`config.mk`:
```
export PLATFORM = sky130hd
export DESIGN_NAME = freq_sweep_ctrl_flat
export DESIGN_NICKNAME = d
export VERILOG_FILES = /design/src/rtl/freq_sweep_ctrl_if.sv /design/src/rtl/freq_sweep_ctrl.sv /design/src/flat_wrapper.sv
export SDC_FILE = /design/constraint.sdc
export NUM_CORES = 1
export LEC_CHECK = 0
export ABC_AREA = 1
export CORE_UTILIZATION = 59
export CTS_CLUSTER_SIZE = 24
export DETAILED_ROUTE_END_ITERATION = 16
export PLACE_DENSITY = 0.94
export RECOVER_POWER = 50
export SLEW_MARGIN = 20
export SYNTH_ARGS = -nofsm -noshare
export SYNTH_HDL_FRONTEND = slang
export SYNTH_SLANG_ARGS = --single-unit
```
`constraint.sdc`:
```
create_clock -name Clk -period 3.6 [get_ports Clk]
set_input_delay 1.08 -clock Clk [delete_from_list [all_inputs] [get_ports Clk]]
set_output_delay 1.08 -clock Clk [all_outputs]
set_load 0.03 [all_outputs]
```
`src/rtl/freq_sweep_ctrl_if.sv`:
```
// Control/status bundle between a sweep master and freq_sweep_ctrl.
// Clk and Resetn stay outside the bundle as plain ports.
interface freq_sweep_ctrl_if #(
   parameter int unsigned CNT_W = 8
);
   logic             Start;
   logic             Abort;
   logic [3:0]       Sel_start;
   logic [3:0]       Sel_stop;
   logic [CNT_W-1:0] Settle;
   logic [CNT_W-1:0] Meas;
   logic             Fout;
   logic [3:0]       Fsel;
   logic             Div_resetn;
   logic             Meas_en;
   logic             Step_done;
   logic             Busy;
   logic             Done;

   modport slave (
      input  Start, Abort, Sel_start, Sel_stop, Settle, Meas, Fout,
      output Fsel, Div_resetn, Meas_en, Step_done, Busy, Done
   );

   modport master (
      output Start, Abort, Sel_start, Sel_stop, Settle, Meas, Fout,
      input  Fsel, Div_resetn, Meas_en, Step_done, Busy, Done
   );
endinterface

```
`src/rtl/freq_sweep_ctrl.sv`:
```
// Steps a divider select from a start to a stop value, settling and measuring Fout at each step.
// Optional macro FSWEEP_BIDIR_EN enables descending sweeps (Sel_stop < Sel_start).
module freq_sweep_ctrl #(
   parameter int unsigned CNT_W = 8
) (
   input logic              Clk,
   input logic              Resetn,
   freq_sweep_ctrl_if.slave bus
);

   typedef enum logic [2:0] {
      StIdle,
      StLoad,
      StSettle,
      StMeasure,
      StNext,
      StDone
   } state_e;

   state_e           state_q, state_d;
   logic [3:0]       fsel_q, fsel_d;
   logic [3:0]       stop_q, stop_d;
   logic [CNT_W-1:0] settle_q, settle_d;
   logic [CNT_W-1:0] meas_q, meas_d;
   logic [CNT_W-1:0] cnt_q, cnt_d;
   logic             div_rst_n_q, div_rst_n_d;
   logic             fout_q;

   logic [CNT_W-1:0] settle_tgt;
   logic [CNT_W-1:0] meas_tgt;
   logic             fout_rise;

   assign settle_tgt = (settle_q == '0) ? CNT_W'(1) : settle_q;
   assign meas_tgt   = (meas_q == '0) ? CNT_W'(1) : meas_q;
   assign fout_rise  = bus.Fout & ~fout_q;

   always_comb begin
      state_d     = state_q;
      fsel_d      = fsel_q;
      stop_d      = stop_q;
      settle_d    = settle_q;
      meas_d      = meas_q;
      cnt_d       = cnt_q;
      div_rst_n_d = 1'b1;

      unique case (state_q)
         StIdle, StDone: begin
            if (bus.Start) begin
               fsel_d      = bus.Sel_start;
               stop_d      = bus.Sel_stop;
               settle_d    = bus.Settle;
               meas_d      = bus.Meas;
               div_rst_n_d = 1'b0;
               state_d     = StLoad;
            end
         end
         StLoad: begin
            cnt_d   = '0;
            state_d = StSettle;
         end
         StSettle: begin
            if (cnt_q >= settle_tgt - CNT_W'(1)) begin
               cnt_d   = '0;
               state_d = StMeasure;
            end else if (cnt_q != '1) begin
               cnt_d = cnt_q + CNT_W'(1);
            end
         end
         StMeasure: begin
            if (fout_rise) begin
               if (cnt_q >= meas_tgt - CNT_W'(1)) begin
                  state_d = StNext;
               end else if (cnt_q != '1) begin
                  cnt_d = cnt_q + CNT_W'(1);
               end
            end
         end
         StNext: begin
            cnt_d = '0;
            if (fsel_q == stop_q) begin
               state_d = StDone;
            end else if (stop_q > fsel_q) begin
               fsel_d      = fsel_q + 4'd1;
               div_rst_n_d = 1'b0;
               state_d     = StSettle;
            end else begin
`ifdef FSWEEP_BIDIR_EN
               fsel_d      = fsel_q - 4'd1;
               div_rst_n_d = 1'b0;
               state_d     = StSettle;
`else
               state_d     = StDone;
`endif
            end
         end
         default: state_d = StIdle;
      endcase

      // Abort outranks everything, including a same-cycle Start.
      if (bus.Abort) begin
         state_d     = StIdle;
         fsel_d      = fsel_q;
         stop_d      = stop_q;
         settle_d    = settle_q;
         meas_d      = meas_q;
         cnt_d       = '0;
         div_rst_n_d = 1'b1;
      end
   end

   always_ff @(posedge Clk or negedge Resetn) begin
      if (!Resetn) begin
         state_q     <= StIdle;
         fsel_q      <= 4'd0;
         stop_q      <= 4'd0;
         settle_q    <= '0;
         meas_q      <= '0;
         cnt_q       <= '0;
         div_rst_n_q <= 1'b0;
         fout_q      <= 1'b0;
      end else begin
         state_q     <= state_d;
         fsel_q      <= fsel_d;
         stop_q      <= stop_d;
         settle_q    <= settle_d;
         meas_q      <= meas_d;
         cnt_q       <= cnt_d;
         div_rst_n_q <= div_rst_n_d;
         fout_q      <= bus.Fout;
      end
   end

   assign bus.Fsel       = fsel_q;
   assign bus.Div_resetn = div_rst_n_q;
   assign bus.Meas_en    = (state_q == StMeasure);
   assign bus.Step_done  = (state_q == StNext);
   assign bus.Busy       = (state_q == StLoad) || (state_q == StSettle) ||
                           (state_q == StMeasure) || (state_q == StNext);
   assign bus.Done       = (state_q == StDone);

endmodule

```
`src/flat_wrapper.sv`:
```
// flat-port wrapper written by rule: the top's interface ports become plain ports
module freq_sweep_ctrl_flat 
#(
   parameter int unsigned CNT_W = 8
)
  (Clk, Resetn, bus_Start, bus_Abort, bus_Sel_start, bus_Sel_stop, bus_Settle, bus_Meas, bus_Fout, bus_Fsel, bus_Div_resetn, bus_Meas_en, bus_Step_done, bus_Busy, bus_Done);
  freq_sweep_ctrl_if #(.CNT_W(CNT_W)) bus_i ();
  input logic Clk;
  input logic Resetn;
  input wire logic [$bits(bus_i.Start)-1:0] bus_Start;
  input wire logic [$bits(bus_i.Abort)-1:0] bus_Abort;
  input wire logic [$bits(bus_i.Sel_start)-1:0] bus_Sel_start;
  input wire logic [$bits(bus_i.Sel_stop)-1:0] bus_Sel_stop;
  input wire logic [$bits(bus_i.Settle)-1:0] bus_Settle;
  input wire logic [$bits(bus_i.Meas)-1:0] bus_Meas;
  input wire logic [$bits(bus_i.Fout)-1:0] bus_Fout;
  output wire logic [$bits(bus_i.Fsel)-1:0] bus_Fsel;
  output wire logic [$bits(bus_i.Div_resetn)-1:0] bus_Div_resetn;
  output wire logic [$bits(bus_i.Meas_en)-1:0] bus_Meas_en;
  output wire logic [$bits(bus_i.Step_done)-1:0] bus_Step_done;
  output wire logic [$bits(bus_i.Busy)-1:0] bus_Busy;
  output wire logic [$bits(bus_i.Done)-1:0] bus_Done;
  assign bus_i.Start = bus_Start;
  assign bus_i.Abort = bus_Abort;
  assign bus_i.Sel_start = bus_Sel_start;
  assign bus_i.Sel_stop = bus_Sel_stop;
  assign bus_i.Settle = bus_Settle;
  assign bus_i.Meas = bus_Meas;
  assign bus_i.Fout = bus_Fout;
  assign bus_Fsel = bus_i.Fsel;
  assign bus_Div_resetn = bus_i.Div_resetn;
  assign bus_Meas_en = bus_i.Meas_en;
  assign bus_Step_done = bus_i.Step_done;
  assign bus_Busy = bus_i.Busy;
  assign bus_Done = bus_i.Done;
  freq_sweep_ctrl #(.CNT_W(CNT_W)) u_core (.Clk(Clk), .Resetn(Resetn), .bus(bus_i));
endmodule
```
---- Yosys cells after proc, flatten, opt, wreduce, memory -nomap -nowiden ----
Index checks and enable logic that the tools add are counted.
cells by class
  add/sub/neg operators ................... 4
  $lt $le $gt $ge ......................... 3
  eq/ne operators ......................... 15
  muxes and demuxes ....................... 25
  bitwise gates (word level) .............. 3
  reduce and logical (&&, ||, !) cells .... 14
operators by type and width
  cell                 number
  $mux 8               7
  $pmux 8 s3           1
  $mux 3               7
  $ge 8x8->1           2
  $logic_not 8->1      2
  $sub 8x1->8 const B  2
  $pmux 3 s5           1
  $mux 4               3
  $ne 3x2->1 const B   3
  $add 8x1->8 const B  1
  $ne 8x8->1 const B   1
  $pmux 4 s2           1
  $eq 3x2->1 const B   2
  $eq 3x3->1 const B   2
  $ne 3x3->1 const B   2
  $reduce_and 3->1     2
  $reduce_and 5->1     1
  $add 4x1->4 const B  1
  $eq 4x4->1           1
  $gt 4x4->1           1
  $mux 1               4
  $ne 2x2->1 const B   2
  $reduce_and 4->1     1
  $reduce_bool 4->1    1
  other kinds (9)      13
word-level totals
  bits in registers ....................... 37
  bits of input ports ..................... 29
  output and inout bits ................... 9
  logic and storage cells ................. 72

---- Logic depth before layout (Yosys ltp) ----
  word-level depth ........................ 8
  mapped depth ............................ 20
  depth with buffers taken out ............ 20

---- Least setup slack after synthesis ----
Ideal clock, no wire load.
  path type ............................... register to register
  start point ............................. register u_core.meas_q[2]
  end point ............................... register u_core.state_q[0]
  library setup time ...................... 0.118 ns
  data arrival time ....................... 2.289 ns
  data required time ...................... 3.482 ns
  setup slack ............................. 1.194 ns
  stages on the path, launching flop included .. 20
  path buffers ............................ 0
  period minus slack after synthesis ...... 2.406 ns
  cell sequence ........................... dfrtp_1 -> inv_1 -> nand2_1 -> nor2_1 -> nand4_1 -> nand2_1 -> inv_1 -> ha_1 -> nand3_1 -> nor3_1 -> xor2_1 -> ha_1 -> nand2_1 -> nor2_1 -> nor2_1 -> nand3_1 -> nand3_2 -> nand2_1 -> nand2_1 -> nand2_1
on the way
  word-level cells in the longest chain between the ends .. 6
ends and longest elaborated chain
  element                              RTL line                text
  from (decl)                          freq_sweep_ctrl.sv:24   logic [CNT_W-1:0] meas_q, meas_d;
  from (signal assigned)               freq_sweep_ctrl.sv:126  meas_q <= meas_d;
  $logic_not 8->1                      freq_sweep_ctrl.sv:34   assign meas_tgt = (meas_q == '0) ? CNT_W'(1) : meas_q;
  $mux 8 *                             freq_sweep_ctrl.sv:34
  $sub 8x1->8 *                        freq_sweep_ctrl.sv:71   if (cnt_q >= meas_tgt - CNT_W'(1)) begin
  $ge 8x8->1 *                         freq_sweep_ctrl.sv:71
  $ne 3x2->1 (no source line) *        --
  $reduce_and 4->1 (no source line) *  --
  to (signal assigned)                 freq_sweep_ctrl.sv:113  state_q <= StIdle;
  to (signal assigned)                 freq_sweep_ctrl.sv:122  state_q <= state_d;
  to (decl)                            freq_sweep_ctrl.sv:20   state_e state_q, state_d;
Every way passes the cells marked *; elsewhere a longest branch is shown, timed or not.
A chain may end at the register's enable or synchronous reset.

---- Worst setup path after layout ----
  start point ............................. register u_core.state_q[0]
  end point ............................... output bus_Busy
on the way
  word-level cells in the longest chain between the ends .. 4
  elaborated cells between the ends (all ways) .. 7
ends and longest elaborated chain
  element                                          RTL line                text
  $eq 3x1->1 / $eq 3x2->1 (equally long branches)  freq_sweep_ctrl.sv:137  assign bus.Busy = (state_q == StLoad) || (state_q == StSettle) ||
  $logic_or 1x1->1 (2 in series)                   freq_sweep_ctrl.sv:137
  $logic_or 1x1->1 *                               freq_sweep_ctrl.sv:138  (state_q == StMeasure) || (state_q == StNext);
  to (decl)                                        flat_wrapper.sv:21      output wire logic [$bits(bus_i.Busy)-1:0] bus_Busy;
Marks and branches as above.

==> impl_metrics.json <==
{
  "globalplace.congestion": 0.8834,
  "start_util_pct": 61.35,
  "cts_buffer_depth": 2,
  "grt_pass1_vias": 2310,
  "numCtsBuffers": 5,
  "switchingPower_mw": 0.9765,
  "worstSetupPathType": "reg -> out",
  "clockRootBuffer": "clkbuf_8",
  "top_layer": "met4",
  "relSlewSlack_pct": -32.64,
  "drt_iter0_markers": 149,
  "dp_hpwl_um": 4274,
  "dp.cells": 436,
  "fin_skew_ns": 0.003204,
  "total_power_mw": 2.242,
  "postSynthCellCount": 350,
  "ys_types": 34,
  "synth_largest_area_cell": "dfrtp_1",
  "cts_tree": "done",
  "worst-r2r-setup-slack_ns": 0.80,
  "fin_crit_ns": 3.033,
  "vias_per_cell": 5.311,
  "drtAntennaViolNets": 0,
  "syn2layout_area_growth_pct": 19.11,
  "clk-insertion-delay-late_ns": 0.29,
  "drv_slew": 38,
  "yosys_register_bits": 37,
  "power.share.switching_pct": 43.57,
  "drtPass1Iterations": 4,
  "holdBufCountCts": 0,
  "num_rows": 24,
  "grt_pass1_wl_um": 9577,
  "syn_area_sq_um": 2671,
  "p_leak_nw": 1.687,
  "die_h_um": 69.29,
  "power.share.clock_pct": 16.6,
  "die_x_um": 69.29,
  "synth_area_leaders": "dfrtp_1 35%, nand2_1 12%, ha_1 11%, inv_1 6.7%, nand3_1 5.6%",
  "cp.arrival_ns": 1.95,
  "drv_cap": 1,
  "synth_warnings": 0,
  "syn_nets": 403,
  "pwr_density_cell_nw_per_um2": 704.5,
  "seq_power_share_pct": 31.3,
  "grt_usage_pct": 24.50,
  "route.met2.wl_um": 2687,
  "vias": 2358,
  "diodes": 0,
  "io_buffer_count": 37,
  "max_freq_mhz": 329.8,
  "ys_seq_area_share_pct": 34.66,
  "critical_path.max_fanout": 9,
  "vdd_ir_drop_max_uv": 456.8,
  "routedWlPerCell_um": 12.43,
  "pin_count": 38,
  "period_share_pct": 84.24,
  "finalSetupViolations": 0,
  "status": "finished with violations",
  "fin_nets": 444,
  "synth_top_area_share_pct": 34.66,
  "fin_cells": 444,
  "clk_pin_slew_ns": 0.07,
  "hp-class": "reg -> reg",
  "drt_wl_total_um": 5519,
  "p_comb_share_pct": 52.1,
  "post-route-drc-count": 0,
  "drive_gt1_share_pct": 10.20,
  "startpoint_type": "flip-flop",
  "hold_violations": 0,
  "violations": "max-capacitance violations, max-slew violations",
  "fin_tns_setup_ns": 0,
  "worst_slew_pin_slew_ns": 1.990,
  "coreArea_sq_um": 4354,
  "crit_required_ns": 2.52,
  "overflow": 0,
  "antenna_found_initial": 0,
  "cts.repair.resized": 0,
  "post_cts_buffers": 0,
  "drt-met1-wl_um": 2469,
  "synth.avg_cell_area_sq_um": 7.632,
  "htree_num_levels": 2,
  "internal_power_mw": 1.265,
  "dr_wl_met3_um": 209,
  "grt_max_degree": 38,
  "rsz0062_at_grt": "no",
  "numClockSinks": 37,
  "dieArea_sq_um": 4800,
  "end_kind": "primary output"
}
-- logic make-up (layout without fill, tap and decap cells) --
group | Yosys count | count (layout) | synth area share (%)
AO/OA/AOI/OAI | 38 | 38 | 9.274
buffers and inverters | 58 | 100 | 8.852
flip-flops | 37 | 37 | 34.66
multiplexers | 6 | 6 | 2.669
AND/OR/NAND/NOR | 171 | 171 | 28.06
XOR/XNOR | 16 | 16 | 5.246
adder cells (fa/ha/maj) | 24 | 24 | 11.24
-- critical path, stage by stage, from the launching register on --
cell and delay (ns):
dfrtp_1 0.44, inv_2 0.11, nand3_2 0.18, nand2_2 0.16
inv_2 0.05, nand2_2 0.06, clkdlybuf4s50_1 0.66
-- per-layer routing --
layer / track usage, % / vias to the layer above
met4: 11.79 / 0
met1: 29.79 / 1086
li1: - / 1196
met3: 4.070 / 16
met2: 42.07 / 60
met5: 0 / -
-- power by group through the flow --
stage	combinational [mW]	clock, mW	sequential, mW
final	1.17	0.371	0.702
after CTS	1.18	0.374	0.702
after global routing	1.33	0.391	0.721
after global placement	1.09	0	0.701
after detailed placement	1.17	0	0.706
after floorplan	0.831	0	0.728
-- stage by stage --
| stage | util, % | area [sq um] | setup WS (ns) | hold slack (ns) |
|---|---|---|---|---|
| final | 73.07 | 3182 | 0.5674 | 0.5228 |
| after global routing | 73.07 | 3182 | 0.5007 | 0.5405 |
| after CTS | 73.28 | 3191 | 0.5704 | 0.5245 |
| after detailed placement | 70.60 | 3074 | 0.7203 | 0.5030 |
| after global placement | 70.60 | 3074 | 0.7778 | 0.4929 |
| after floorplan | - | 2671 | 1.194 | 0.4798 |
-- layout by cell type (no fill, tap or decap) --
cell / synthesis / layout
o21ai_1: 1 / 1
clkbuf_8: 0 / 6
inv_2: 5 / 4
o21ai_2: 1 / 1
nor2_1: 37 / 37
nand3_2: 2 / 2
clkbuf_1: 0 / 2
mux2_2: 5 / 5
a31oi_1: 4 / 4
nor2_2: 2 / 2
nor4_1: 1 / 1
a21oi_2: 11 / 11
inv_4: 1 / 1
nand3_4: 1 / 1
clkdlybuf4s50_1: 0 / 34
ha_1: 24 / 24
xor2_1: 12 / 12
inv_1: 48 / 49
dfrtp_1: 37 / 37
nand2_1: 87 / 88
nor3_1: 1 / 1
xnor2_1: 4 / 4
o21a_1: 1 / 1
nand4_1: 2 / 2
clkinv_1: 1 / 1
bufinv_16: 0 / 1
a21o_1: 1 / 1
or2_1: 1 / 1
and3_1: 1 / 1
mux2_4: 1 / 1
o21bai_1: 1 / 1
nand2_2: 4 / 4
a21oi_1: 10 / 10
nand3_1: 30 / 30
nand2_4: 2 / 1
dlygate4sd3_1: 0 / 2
o21ai_0: 8 / 8
-- final timing paths --
path                                          startpoint                              to  depth (start not counted)
max                        u_core.state_q[0]$_DFFE_PN0P_                        bus_Busy                          6
min                         u_core.stop_q[3]$_DFFE_PN0P_    u_core.stop_q[3]$_DFFE_PN0P_                          1
min reg2reg                 u_core.stop_q[3]$_DFFE_PN0P_    u_core.stop_q[3]$_DFFE_PN0P_                          1
min in group asynchronous                         Resetn    u_core.meas_q[5]$_DFFE_PN0P_                          1
max in group asynchronous                         Resetn  u_core.settle_q[7]$_DFFE_PN0P_                          1
max reg2reg                 u_core.meas_q[2]$_DFFE_PN0P_     u_core.cnt_q[5]$_DFFE_PN0P_                         20
-- synth_stat cells --
cell / n
a31oi_1: 4
nor2_1: 37
o21bai_1: 1
o21ai_2: 1
o21a_1: 1
nand3_4: 1
dfrtp_1: 37
a21oi_2: 11
buf_2: 1
nand2_4: 2
a21oi_1: 10
ha_1: 24
nand3_1: 30
nand3_2: 2
nand2_2: 4
xnor2_1: 4
and3_1: 1
inv_4: 1
nor3_1: 1
nand2_1: 87
o21ai_1: 1
o21ai_0: 8
a21o_1: 1
xor2_1: 12
nor2_2: 2
nor4_1: 1
clkinv_1: 1
mux2_2: 5
inv_2: 5
mux2_4: 1
nand4_1: 2
buf_6: 2
inv_1: 48
or2_1: 1
-- layout make-up --
cell class / instances / area, sq um
Tap cell: 52 / 65.06
Fill cell: 334 / 1172
Inverter: 55 / 209.0
Clock inverter: 1 / 30.03
Sequential cell: 37 / 925.9
Clock buffer: 7 / 86.33
Timing Repair Buffer: 37 / 364.1
Multi-Input combinational cell: 255 / 1501
-- flip-flops by register name, summed over array words and instances (netlist names) --
register and count:
u_core.fout_q 1, u_core.meas_q 8, u_core.stop_q 4, u_core.settle_q 8, u_core.state_q 3, u_core.bus.Div_resetn 1, u_core.bus.Fsel 4, u_core.cnt_q 8
Power figures use the tool's default switching activity.
